File: src/rtl/rf_arb_pkg.sv
// rf_arb_pkg: shared definitions for the register-file port arbiter.
//   - arb_state_e : arbiter state encoding (idle / owned by requester 0 / 1)
//   - RF_AW/RF_DW : default RF address/data widths shared with the RF and calculator FSM
//   - RF_NOP_ADDR : address driven to the RF when nobody owns the port set
//   - sat_inc8    : 8-bit saturating increment used by the hold timer and statistics
package rf_arb_pkg;

  localparam int unsigned RF_AW = 3;
  localparam int unsigned RF_DW = 8;

  localparam logic [RF_AW-1:0] RF_NOP_ADDR = '1;

  typedef enum logic [1:0] {
    StIdle = 2'b00,
    StOwn0 = 2'b01,
    StOwn1 = 2'b10
  } arb_state_e;

  function automatic logic [7:0] sat_inc8(input logic [7:0] val);
    return (val == 8'hFF) ? val : val + 8'd1;
  endfunction

endpackage

File: src/rtl/rf_arb_hold_timer.sv
// rf_arb_hold_timer: saturating count of cycles the current owner has kept the RF while
// the other requester waits, plus the compare that signals a preemption is due.
//   i_clk    : clock, rising edge
//   i_rst    : synchronous active-high reset
//   i_clr    : clear the count (has priority over i_inc)
//   i_inc    : count one more waiting cycle
//   o_expire : count has reached MAX_HOLD-1; switching at this edge gives MAX_HOLD cycles
module rf_arb_hold_timer
  import rf_arb_pkg::*;
#(
  parameter int unsigned MAX_HOLD = 8
) (
  input  logic i_clk,
  input  logic i_rst,
  input  logic i_clr,
  input  logic i_inc,
  output logic o_expire
);

  localparam logic [7:0] ExpireVal = 8'(MAX_HOLD - 1);

  logic [7:0] r_cnt_q;
  logic [7:0] w_cnt_d;

  always_comb begin
    w_cnt_d = r_cnt_q;
    if (i_clr) begin
      w_cnt_d = '0;
    end else if (i_inc) begin
      w_cnt_d = sat_inc8(r_cnt_q);
    end
  end

  always_ff @(posedge i_clk) begin
    if (i_rst) begin
      r_cnt_q <= '0;
    end else begin
      r_cnt_q <= w_cnt_d;
    end
  end

  assign o_expire = (r_cnt_q == ExpireVal);

endmodule

File: src/rtl/rf_port_arbiter.sv
// rf_port_arbiter: shares one RF port set (2 read addresses, 1 write port) between the
// calculator control FSM (requester 0) and the display/debug scanner (requester 1).
// Round-robin on ties, grant held while req stays high, hold timer preempts a hog.
//   CLK, RST                     : clock (rising edge), synchronous active-high reset
//   reqN, weN, ra1_N, ra2_N, waN, wdN : requester N port set and request
//   gntN                          : requester N owns the RF (decoded from the state register)
//   rf_we, rf_ra1, rf_ra2, rf_wa, rf_wd : muxed port set to the RF
//   busy_out                      : either grant active
// Optional: define RF_ARB_STATS_EN to add grant_cnt0/grant_cnt1/preempt_cnt (8-bit, saturating).
module rf_port_arbiter
  import rf_arb_pkg::*;
#(
  parameter int unsigned AW       = RF_AW,
  parameter int unsigned DW       = RF_DW,
  parameter int unsigned MAX_HOLD = 8
) (
  input  logic          CLK,
  input  logic          RST,
  input  logic          req0,
  input  logic          we0,
  input  logic [AW-1:0] ra1_0,
  input  logic [AW-1:0] ra2_0,
  input  logic [AW-1:0] wa0,
  input  logic [DW-1:0] wd0,
  output logic          gnt0,
  input  logic          req1,
  input  logic          we1,
  input  logic [AW-1:0] ra1_1,
  input  logic [AW-1:0] ra2_1,
  input  logic [AW-1:0] wa1,
  input  logic [DW-1:0] wd1,
  output logic          gnt1,
  output logic          rf_we,
  output logic [AW-1:0] rf_ra1,
  output logic [AW-1:0] rf_ra2,
  output logic [AW-1:0] rf_wa,
  output logic [DW-1:0] rf_wd,
`ifdef RF_ARB_STATS_EN
  output logic [7:0]    grant_cnt0,
  output logic [7:0]    grant_cnt1,
  output logic [7:0]    preempt_cnt,
`endif
  output logic          busy_out
);

  arb_state_e r_state_q;
  arb_state_e w_state_d;
  logic       r_last_owner_q;  // 1 after reset so requester 0 wins the first tie
  logic       w_expire;
  logic       w_preempt;
  logic       w_other_req;

  always_comb begin
    w_state_d = r_state_q;
    w_preempt = 1'b0;
    unique case (r_state_q)
      StIdle: begin
        if (req0 && (!req1 || r_last_owner_q)) begin
          w_state_d = StOwn0;
        end else if (req1) begin
          w_state_d = StOwn1;
        end
      end
      StOwn0: begin
        if (!req0) begin
          w_state_d = req1 ? StOwn1 : StIdle;
        end else if (req1 && w_expire) begin
          w_state_d = StOwn1;
          w_preempt = 1'b1;
        end
      end
      StOwn1: begin
        if (!req1) begin
          w_state_d = req0 ? StOwn0 : StIdle;
        end else if (req0 && w_expire) begin
          w_state_d = StOwn0;
          w_preempt = 1'b1;
        end
      end
      default: w_state_d = StIdle;
    endcase
  end

  always_ff @(posedge CLK) begin
    if (RST) begin
      r_state_q      <= StIdle;
      r_last_owner_q <= 1'b1;
    end else begin
      r_state_q <= w_state_d;
      if (w_state_d != r_state_q && w_state_d == StOwn0) r_last_owner_q <= 1'b0;
      if (w_state_d != r_state_q && w_state_d == StOwn1) r_last_owner_q <= 1'b1;
    end
  end

  // The non-owner's request; never set while idle, so the timer stays cleared there.
  assign w_other_req = (r_state_q == StOwn0) ? req1 :
                       (r_state_q == StOwn1) ? req0 : 1'b0;

  rf_arb_hold_timer #(
    .MAX_HOLD(MAX_HOLD)
  ) u_hold_timer (
    .i_clk   (CLK),
    .i_rst   (RST),
    .i_clr   ((w_state_d != r_state_q) || !w_other_req),
    .i_inc   (w_other_req),
    .o_expire(w_expire)
  );

  assign gnt0     = (r_state_q == StOwn0);
  assign gnt1     = (r_state_q == StOwn1);
  assign busy_out = gnt0 | gnt1;

  // Port mux follows the registered state, so a new owner drives the RF in the same cycle
  // its grant rises and the previous owner is cut off that cycle.
  always_comb begin
    rf_we  = 1'b0;
    rf_ra1 = '1;
    rf_ra2 = '1;
    rf_wa  = '1;
    rf_wd  = '0;
    unique case (r_state_q)
      StOwn0: begin
        rf_we  = we0 & req0;
        rf_ra1 = ra1_0;
        rf_ra2 = ra2_0;
        rf_wa  = wa0;
        rf_wd  = wd0;
      end
      StOwn1: begin
        rf_we  = we1 & req1;
        rf_ra1 = ra1_1;
        rf_ra2 = ra2_1;
        rf_wa  = wa1;
        rf_wd  = wd1;
      end
      default: ;
    endcase
  end

`ifdef RF_ARB_STATS_EN
  logic [7:0] r_grant_cnt0_q;
  logic [7:0] r_grant_cnt1_q;
  logic [7:0] r_preempt_cnt_q;

  always_ff @(posedge CLK) begin
    if (RST) begin
      r_grant_cnt0_q  <= '0;
      r_grant_cnt1_q  <= '0;
      r_preempt_cnt_q <= '0;
    end else begin
      if (w_state_d == StOwn0 && r_state_q != StOwn0) r_grant_cnt0_q <= sat_inc8(r_grant_cnt0_q);
      if (w_state_d == StOwn1 && r_state_q != StOwn1) r_grant_cnt1_q <= sat_inc8(r_grant_cnt1_q);
      if (w_preempt) r_preempt_cnt_q <= sat_inc8(r_preempt_cnt_q);
    end
  end

  assign grant_cnt0  = r_grant_cnt0_q;
  assign grant_cnt1  = r_grant_cnt1_q;
  assign preempt_cnt = r_preempt_cnt_q;
`endif

endmodule
File: config.mk
export PLATFORM = sky130hd
export DESIGN_NAME = rf_port_arbiter
export DESIGN_NICKNAME = d
export VERILOG_FILES = /design/src/rtl/rf_arb_pkg.sv /design/src/rtl/rf_arb_hold_timer.sv /design/src/rtl/rf_port_arbiter.sv
export SDC_FILE = /design/constraint.sdc
export NUM_CORES = 1
export LEC_CHECK = 0
export BUFFER_PORTS_ARGS = -buffer_cell sky130_fd_sc_hd__buf_2
export CELL_PAD_IN_SITES_DETAIL_PLACEMENT = 0
export CELL_PAD_IN_SITES_GLOBAL_PLACEMENT = 1
export CORE_ASPECT_RATIO = 0.9
export CORE_MARGIN = 2
export CORE_UTILIZATION = 30
export CTS_CLUSTER_DIAMETER = 50
export DETAILED_ROUTE_END_ITERATION = 8
export PLACE_DENSITY = 0.83
export SLEW_MARGIN = 10
export SYNTH_ARGS = -nofsm -noshare
export SYNTH_HDL_FRONTEND = slang
export SYNTH_SLANG_ARGS = --single-unit
File: constraint.sdc
create_clock -name CLK -period 4.1 [get_ports CLK]
set_input_delay 0.615 -clock CLK [delete_from_list [all_inputs] [get_ports CLK]]
set_output_delay 0.615 -clock CLK [all_outputs]
set_load 0.03 [all_outputs]
# Word level (Yosys, flattened, before mapping)
# Cells that the tools add are included.
# word_totals
register_bits	11
output_inout_bits	21
# classes
add_sub_neg	1
eq_ne	7
bitwise	4
n_mux	16
n_reduce_logical	13
# op_table
cell	n
one-hot mux 3 bit (2 select lines)	3
one-hot mux 8 bit (2 select lines)	1
two-way mux 2 bit	7
adder 8 x 1 -> 8 bit, second input constant	1
== test 8 x 3 -> 1 bit, second input constant	1
== test 8 bit, second input constant	1
one-hot mux 2 bit (3 select lines)	1
logical AND 1 bit	5
== test 2 x 1 -> 1 bit, second input constant	2
== test 2 bit, second input constant	2
OR reduction 2 bit	2
two-way mux 1 bit	3
bitwise AND 1 bit	2
zero test 1 bit	2
zero test 2 bit	1
logical OR 1 bit	2
inequality test 2 bit	1
one-hot mux 1 bit (2 select lines)	1
AND reduction 2 bit	1
inverter 1 bit	1
bitwise OR 1 bit	1

# Logic depth before layout (Yosys ltp)
# Gate-level depths: netlist (run 1).
# logic_depth
ltp_word	8
mapped_depth	8
depth_no_buf	8

# Hierarchy
# From an unflattened synthesis (run 1), not the netlist that was laid out.
# hier_totals
cells_unflattened	143
hier_area_um2	1064.8
# by_module_without_submodules
module	area_per_inst_um2	cells_per_inst	n_inst
rf_port_arbiter	628.1	92	1
rf_arb_hold_timer	436.7	51	1

# Least setup slack after synthesis (run 1)
# OpenSTA, ideal clock, no wires.
# synth_path
kind	reg2out
start	register r_state_q[0]
end	output port rf_we
setup_slack_ns	1.126
t_arrival_ns	2.359
n_path_buf	2
required_time_ns	3.485
stages_incl_launch_ff	7
path_cell_list	dfxtp_1 inv_1 ha_1 clkbuf_1 buf_1 nand3_1 a21boi_0
# synth_via
elab_chain_cells	2
elab_cells_between_ends	3
# synth_lines
element	line	rtl
start: declaration	rf_port_arbiter.sv:46	arb_state_e r_state_q;
start signal: assignment	rf_port_arbiter.sv:86	r_state_q <= StIdle;
start signal: assignment	rf_port_arbiter.sv:89	r_state_q <= w_state_d;
== test 2 bit	-	
net gnt1	rf_port_arbiter.sv:32	output logic gnt1,
one-hot mux 1 bit (2 select lines)	rf_port_arbiter.sv:121	unique case (r_state_q)
end: declaration	rf_port_arbiter.sv:33	output logic rf_we,
# The timed path passes the listed nets, and every way through them passes these cells.

# Worst setup path in the final report (run 1)
# layout_path
start	register r_state_q[0]
end	output port rf_wd[0]
# layout_via
elab_chain_cells	2
elab_cells_between_ends	3
# layout_lines
element	line	rtl
== test 2 bit or == test 2 x 1 -> 1 bit (tied branches)	-	
one-hot mux 8 bit (2 select lines) *	rf_port_arbiter.sv:121	
end: declaration	rf_port_arbiter.sv:37	output logic [DW-1:0] rf_wd,
# Mark *: on every way between the ends. The rest lies on a longest branch, timed or not.

==> results of run 1 <==
-- worst max-delay path: stages, from the launching register on --
cell     delay, ns
dfxtp_1       0.39
inv_1         0.19
ha_1          0.75
a22oi_1       0.20
nor2b_1       0.17
buf_2         0.22
-- cells in the final DEF, fill, tap and decap left out, drive strengths merged, types with 2 or more instances in the layout --
cell	n
mux2i	2
nand4	3
clkbuf	4
and2	2
o41ai	2
dfxtp	11
nor3	10
nor2	5
a211oi	2
inv	6
nand3	4
ha	5
buf	60
xor2	4
nand2	19
xnor2	4
o21ai	3
a21oi	3
a31oi	2
nor2b	9
a22oi	17
-- worst paths after layout --
check                               from                              endpoint  slack (ns)  cells after the start
max              r_state_q[0]$_SDFF_PP0_                              rf_wd[0]        1.32                      5
min          r_last_owner_q$_SDFFE_PP1P_           r_last_owner_q$_SDFFE_PP1P_        0.48                      2
max reg2reg      r_state_q[0]$_SDFF_PP0_  u_hold_timer.r_cnt_q[5]$_SDFFE_PP0P_        1.47                      8
min reg2reg  r_last_owner_q$_SDFFE_PP1P_           r_last_owner_q$_SDFFE_PP1P_        0.48                      2
-- final cells by class --
cell class,count,area share [%]
inverters,6,1.63
multi-input cells,109,53.6
flip-flops and latches,11,15.9
well taps,42,3.80
clock buffers,4,3.26
repair buffers,60,21.7
-- per-layer routing --
metal	GRT usage (%)	routed length (µm)	part of all wire, %	vias to the layer above
li1	-	-	-	609
met4	6.85	42	1.4	0
met5	0	0	0	-
met3	2.28	134	4.4	4
met2	26.5	1560	51	35
met1	19.8	1330	43	591
-- logic make-up (layout without fill, tap and decap cells) --
family | Yosys count | after routing | synth area share (%)
simple gates | 56 | 56 | 28.3
flops | 11 | 11 | 21.8
compound gates | 38 | 38 | 29.0
mux | 2 | 2 | 1.98
buf+inv | 13 | 70 | 5.07
fa+ha+maj | 5 | 5 | 6.18
xor+xnor | 8 | 8 | 7.66
-- metrics by stage --
step / instances / worst slack [ns] / util (%) / cell area [µm²] / power (mW)
2_1_floorplan: 133 / 1.13 / - / 1010 / 0.502
3_3_place_gp: 228 / 1.62 / 42.6 / 1340 / 0.623
3_5_place_dp: 228 / 1.48 / 42.6 / 1340 / 0.628
4_1_cts: 232 / 1.33 / 44.0 / 1380 / 0.741
5_1_grt: 232 / 1.10 / 44.0 / 1380 / 0.787
6_report: 232 / 1.32 / 44.0 / 1380 / 0.737
-- sequential cells by signal, indices dropped and copies added, names as in the netlist --
register / flops
u_hold_timer.r_cnt_q: 8
r_last_owner_q: 1
r_state_q: 2
-- where the power goes --
group          total (mW)  switching (mW)  internal (mW)
Combinational       0.494           0.330          0.164
Clock               0.111          0.0426         0.0684
Sequential          0.132          0.0151          0.117
==> results.txt, run 1 <==
Mapped Nets = 178
Lkg Pwr = 0.594 nW
Max-cap violations = 0
Fmax = 0.360 GHz
Via count = 1239
1st-iter DRT viols = 80
CTS H-Tree Depth = 1
CTS Sinks = 11
Critical path capture point type = output port
Crit start category = flop
Pin count of the biggest net entering global routing = 26
Core area = 3140 µm²
Most numerous cell in the Yosys netlist = nand2_1
Final hold violation count = 0
CP Max Fanout = 25
Most common library cells after synthesis = nand2_1, a22oi_1, dfxtp_1
Hold-fix buffers, CTS = 0
CTS max path bufs = 2
Number of buffers created by CTS = 3
DIE WIDTH = 65.2 µm
Biggest area consumer among synthesized cells = dfxtp_1
Final Cycle Share = 67.8%
# fillers = 351
Starting Density = 32.3%
Synth top area share = 21.8%
Tmin final = 2.78 ns
I/O pin count = 61
Slew margin rel. = 42.7%
Storage cell area = 220 µm²
Crit path DAT = 2.16 ns
TritonCTS clock tree = done
FFs w/ async S/R, synth = 0%
Multi-input gate area in the final layout = 741 µm²
EDFF count, synth = 0
Worst-path clk slew = 0.05 ns
Final ANT Viol Nets = 0
Drt total wl = 3.07 mm
Netlist Area Pre-Place = 1010 µm²
Routed vias/inst = 5.34
Setup CP Type = flop to output port
First-pass GRT wire length = 4.75 mm
Finish-stage setup viols = 0
Worst Path Required = 3.48 ns
Post-Synthesis Cells = 133
Power density cells = 533 nW/µm²
Post-CTS sizing = 0
Port Buf Inserts = 60
Worst-Margin Slew = 0.859 ns
Share of cells above drive strength 1 = 35.8%
Vias in the first global route = 1091
Row count = 19
Die area = 3860 µm²
Slew Viols, Final = 0
WHS = 0.479 ns
Synth-to-Final Area Change = 36.5%
Drt first pass iters = 4
RSZ-0062 raised after global routing = no
Die height = 59.1 µm
Hold Path Class = flop to flop
Synth Register Bits = 11
Sequential area share after synthesis = 21.8%
Ys flop type = dfxtp_1
Nets@finish = 236
DP Wirelength = 2.36 mm
Peak VDD IR = 0.288 mV
Synth Area per Inst = 7.61 µm²
Skew-Pair Late Insertion Delay = 0.24 ns
DR WL/cell = 13.2 µm
GRT Overall Usage = 15.6%
Clk_skew = 0.00153 ns
Root buffer cell = clkbuf_8
ANT cells = 0
Number of distinct library cells after synthesis = 40
Total gr overflow = 0
Yosys warning count = 0
# Post-CTS Setup Buffers = 0
Initial antenna violation count = 0
DRC violations left = 0
Area contributors post-synth = dfxtp_1, a22oi_1, nand2_1
Placer Congestion = 0.770
Status = finished clean
Fin Setup TNS = 0 ns
(Power assumes the default switching activity.)
==> run 2: changes to the inputs <==
--- a/config.mk
+++ b/config.mk
@@ -10,10 +10,10 @@
 export CELL_PAD_IN_SITES_GLOBAL_PLACEMENT = 1
 export CORE_ASPECT_RATIO = 0.9
 export CORE_MARGIN = 2
-export CORE_UTILIZATION = 30
+export CORE_UTILIZATION = 29
 export CTS_CLUSTER_DIAMETER = 50
 export DETAILED_ROUTE_END_ITERATION = 8
-export PLACE_DENSITY = 0.83
+export PLACE_DENSITY = 0.81
 export SLEW_MARGIN = 10
 export SYNTH_ARGS = -nofsm -noshare
 export SYNTH_HDL_FRONTEND = slang
==> constraint.sdc (replaced) <==
create_clock -name CLK -period 2.89 [get_ports CLK]
set_input_delay 0.4335 -clock CLK [delete_from_list [all_inputs] [get_ports CLK]]
set_output_delay 0.4335 -clock CLK [all_outputs]
set_load 0.03 [all_outputs]
==> run 2 against run 1 <==
Global-route usage down 0.67 points. Sequential share of layout area shrank 0.20 points. Core utilization down 2.3 points. Register-to-register slack lost 0.91 ns. Worst setup slack worse by 0.87 ns. Via count is 2.4% lower. Combinational power up 44%. Total power increased by 43%. Clock skew is 0.0032 ns higher.
==> results.txt, run 2 (same netlist as run 1, synthesis figures left out) <==
Final hold violation count = 0 (unchanged)
RSZ-0062 raised after global routing = no
Tmin final = 2.44 ns
Drt total wl = 3.04 mm (-1.0%)
Final ANT Viol Nets = 0 (unchanged)
DRC violations left = 0 (unchanged)
TritonCTS clock tree = done
Die area = 3980 µm² (+3.2%)
Cells along the critical path = inv_1 > ha_1 > a21boi_0 > buf_2
Crit-path slowest cell = ha_1
Worst-Margin Slew = 0.493 ns (-0.366 ns)
GRT Overall Usage = 14.9% (-0.67 points)
Top reg by flops = u_hold_timer.r_cnt_q
Nets@finish = 238 (+0.85%)
Setup CP Type = flop to output port
Root buffer cell = clkbuf_8
Peak VDD IR = 0.411 mV (+42%)
Via count = 1209 (-2.4%)
Slew Viols, Final = 0 (unchanged)
DIE WIDTH = 66.3 µm (+1.6%)
Drt first pass iters = 4 (unchanged)
Post-place instance area = 1350 µm² (+1.3%)
Most frequent cells in the layout = buf_2, nand2_1, a22oi_1, dfxtp_1
Share of cells above drive strength 1 = 36.5% (+0.67 points)
Status = finished clean
CTS max path bufs = 2 (unchanged)
Fin Setup TNS = 0 ns (unchanged)
Vias in the first global route = 1043 (-4.4%)
CP Max Fanout = 19 (-24%)
Core area = 3350 µm² (+6.9%)
Worst Path Required = 2.46 ns (-1.02 ns)
Initial antenna violation count = 0 (unchanged)
CTS H-Tree Depth = 1 (unchanged)
Hold-fix buffers, CTS = 0 (unchanged)
DP Wirelength = 2.43 mm (+3.0%)
Fmax = 0.409 GHz
I/O pin count = 61 (unchanged)
ANT cells = 0 (unchanged)
Worst-path clk slew = 0.05 ns (about the same)
Power density cells = 751 nW/µm² (+41%)
Row count = 20 (+1)
Lkg Pwr = 0.605 nW (+1.8%)
Crit path DAT = 2.01 ns (-0.15 ns)
Crit start category = flop
1st-iter DRT viols = 39 (-51%)
DR WL/cell = 12.9 µm (-2.7%)
CP max stage delay = 0.63 ns (-0.12 ns)
Port Buf Inserts = 60 (unchanged)
Number of buffers created by CTS = 3 (unchanged)
Skew-Pair Late Insertion Delay = 0.24 ns (about the same)
Clk_skew = 0.00474 ns (+0.00321 ns)
First-pass GRT wire length = 4.62 mm (-2.8%)
Starting Density = 30.2% (-2.1 points)
WHS = 0.413 ns (-0.0655 ns)
Post-CTS sizing = 0 (unchanged)
Final Cycle Share = 84.5%
Fin area = 1400 µm² (+1.3%)
# Post-CTS Setup Buffers = 0 (unchanged)
Total gr overflow = 0 (unchanged)
Biggest regs = u_hold_timer.r_cnt_q x8, r_state_q x2, r_last_owner_q x1
Slew margin rel. = 67.1% (+24 points)
Synth-to-Final Area Change = 38.2%
Routed vias/inst = 5.12 (-4.1%)
Finish-stage setup viols = 0 (unchanged)
Max-cap violations = 0 (unchanged)
Most common cell after layout, fill and taps aside = buf_2
Max reg flops = 8 (unchanged)
Hold Path Class = input pin to flop
Critical path capture point type = output port
Die height = 60.1 µm (+1.6%)
Placer Congestion = 0.785 (+1.9%)
Pin count of the biggest net entering global routing = 20 (-23%)
CTS Sinks = 11 (unchanged)
## run 2: cell types whose count changed in the layout (fill, tap and decap cells not counted)
cell | previous run | this run
buf_4 | 0 | 2
## run 2: metrics by stage
stage | worst slack (ns) | instances | power (mW) | util [%]
CTS | 0.439 | 236 | 1.06 | 41.7
detailed placement | 0.581 | 232 | 0.901 | 40.4
finish | 0.448 | 236 | 1.05 | 41.7
global placement | 0.695 | 232 | 0.889 | 40.4
global route | 0.330 | 236 | 1.13 | 41.7
floorplan | 0.0973 | 133 | 0.712 | -
## run 2: layout make-up
| class | count | area [µm²] |
|---|---|---|
| Fill cell | 362 | 1950 |
| Multi-Input combinational cell | 109 | 741 |
| Timing Repair Buffer | 62 | 315 |
| Sequential cell | 11 | 220 |
| Tap cell | 44 | 55.1 |
| Clock buffer | 4 | 45.0 |
| Inverter | 6 | 22.5 |
## run 2: worst max-delay path: cells and delay by family (launching register included)
family | cells | cell delay, ns
buf+inv | 2 | 0.40
fa+ha+maj | 1 | 0.63
flops | 1 | 0.50
compound gates | 1 | 0.23
## run 2: power by group
part / total [mW] / internal, mW / switching [mW]
Clock: 0.154 / 0.0968 / 0.0568
Sequential: 0.187 / 0.166 / 0.0216
Combinational: 0.710 / 0.241 / 0.469
Total: 1.05 / 0.503 / 0.548
## run 2: final timing paths
kind | start | endpoint | slack [ns] | cells past startpoint
worst min register to register | r_last_owner_q$_SDFFE_PP1P_ | r_last_owner_q$_SDFFE_PP1P_ | 0.48 | 2
worst min-delay path | RST | r_state_q[1]$_SDFF_PP0_ | 0.41 | 2
worst max register to register | r_state_q[1]$_SDFF_PP0_ | u_hold_timer.r_cnt_q[7]$_SDFFE_PP0P_ | 0.56 | 8
worst max-delay path | r_state_q[0]$_SDFF_PP0_ | rf_we | 0.45 | 4
## run 2: per-layer routing
| metal | up-vias | GRT usage, % | share of wire, % |
|---|---|---|---|
| li1 | 613 | - | - |
| met1 | 578 | 19.4 | 44 |
| met2 | 14 | 25.6 | 54 |
| met3 | 4 | 3.01 | 1.8 |
| met4 | 0 | 3.50 | 0.89 |
| met5 | - | 0 | 0 |
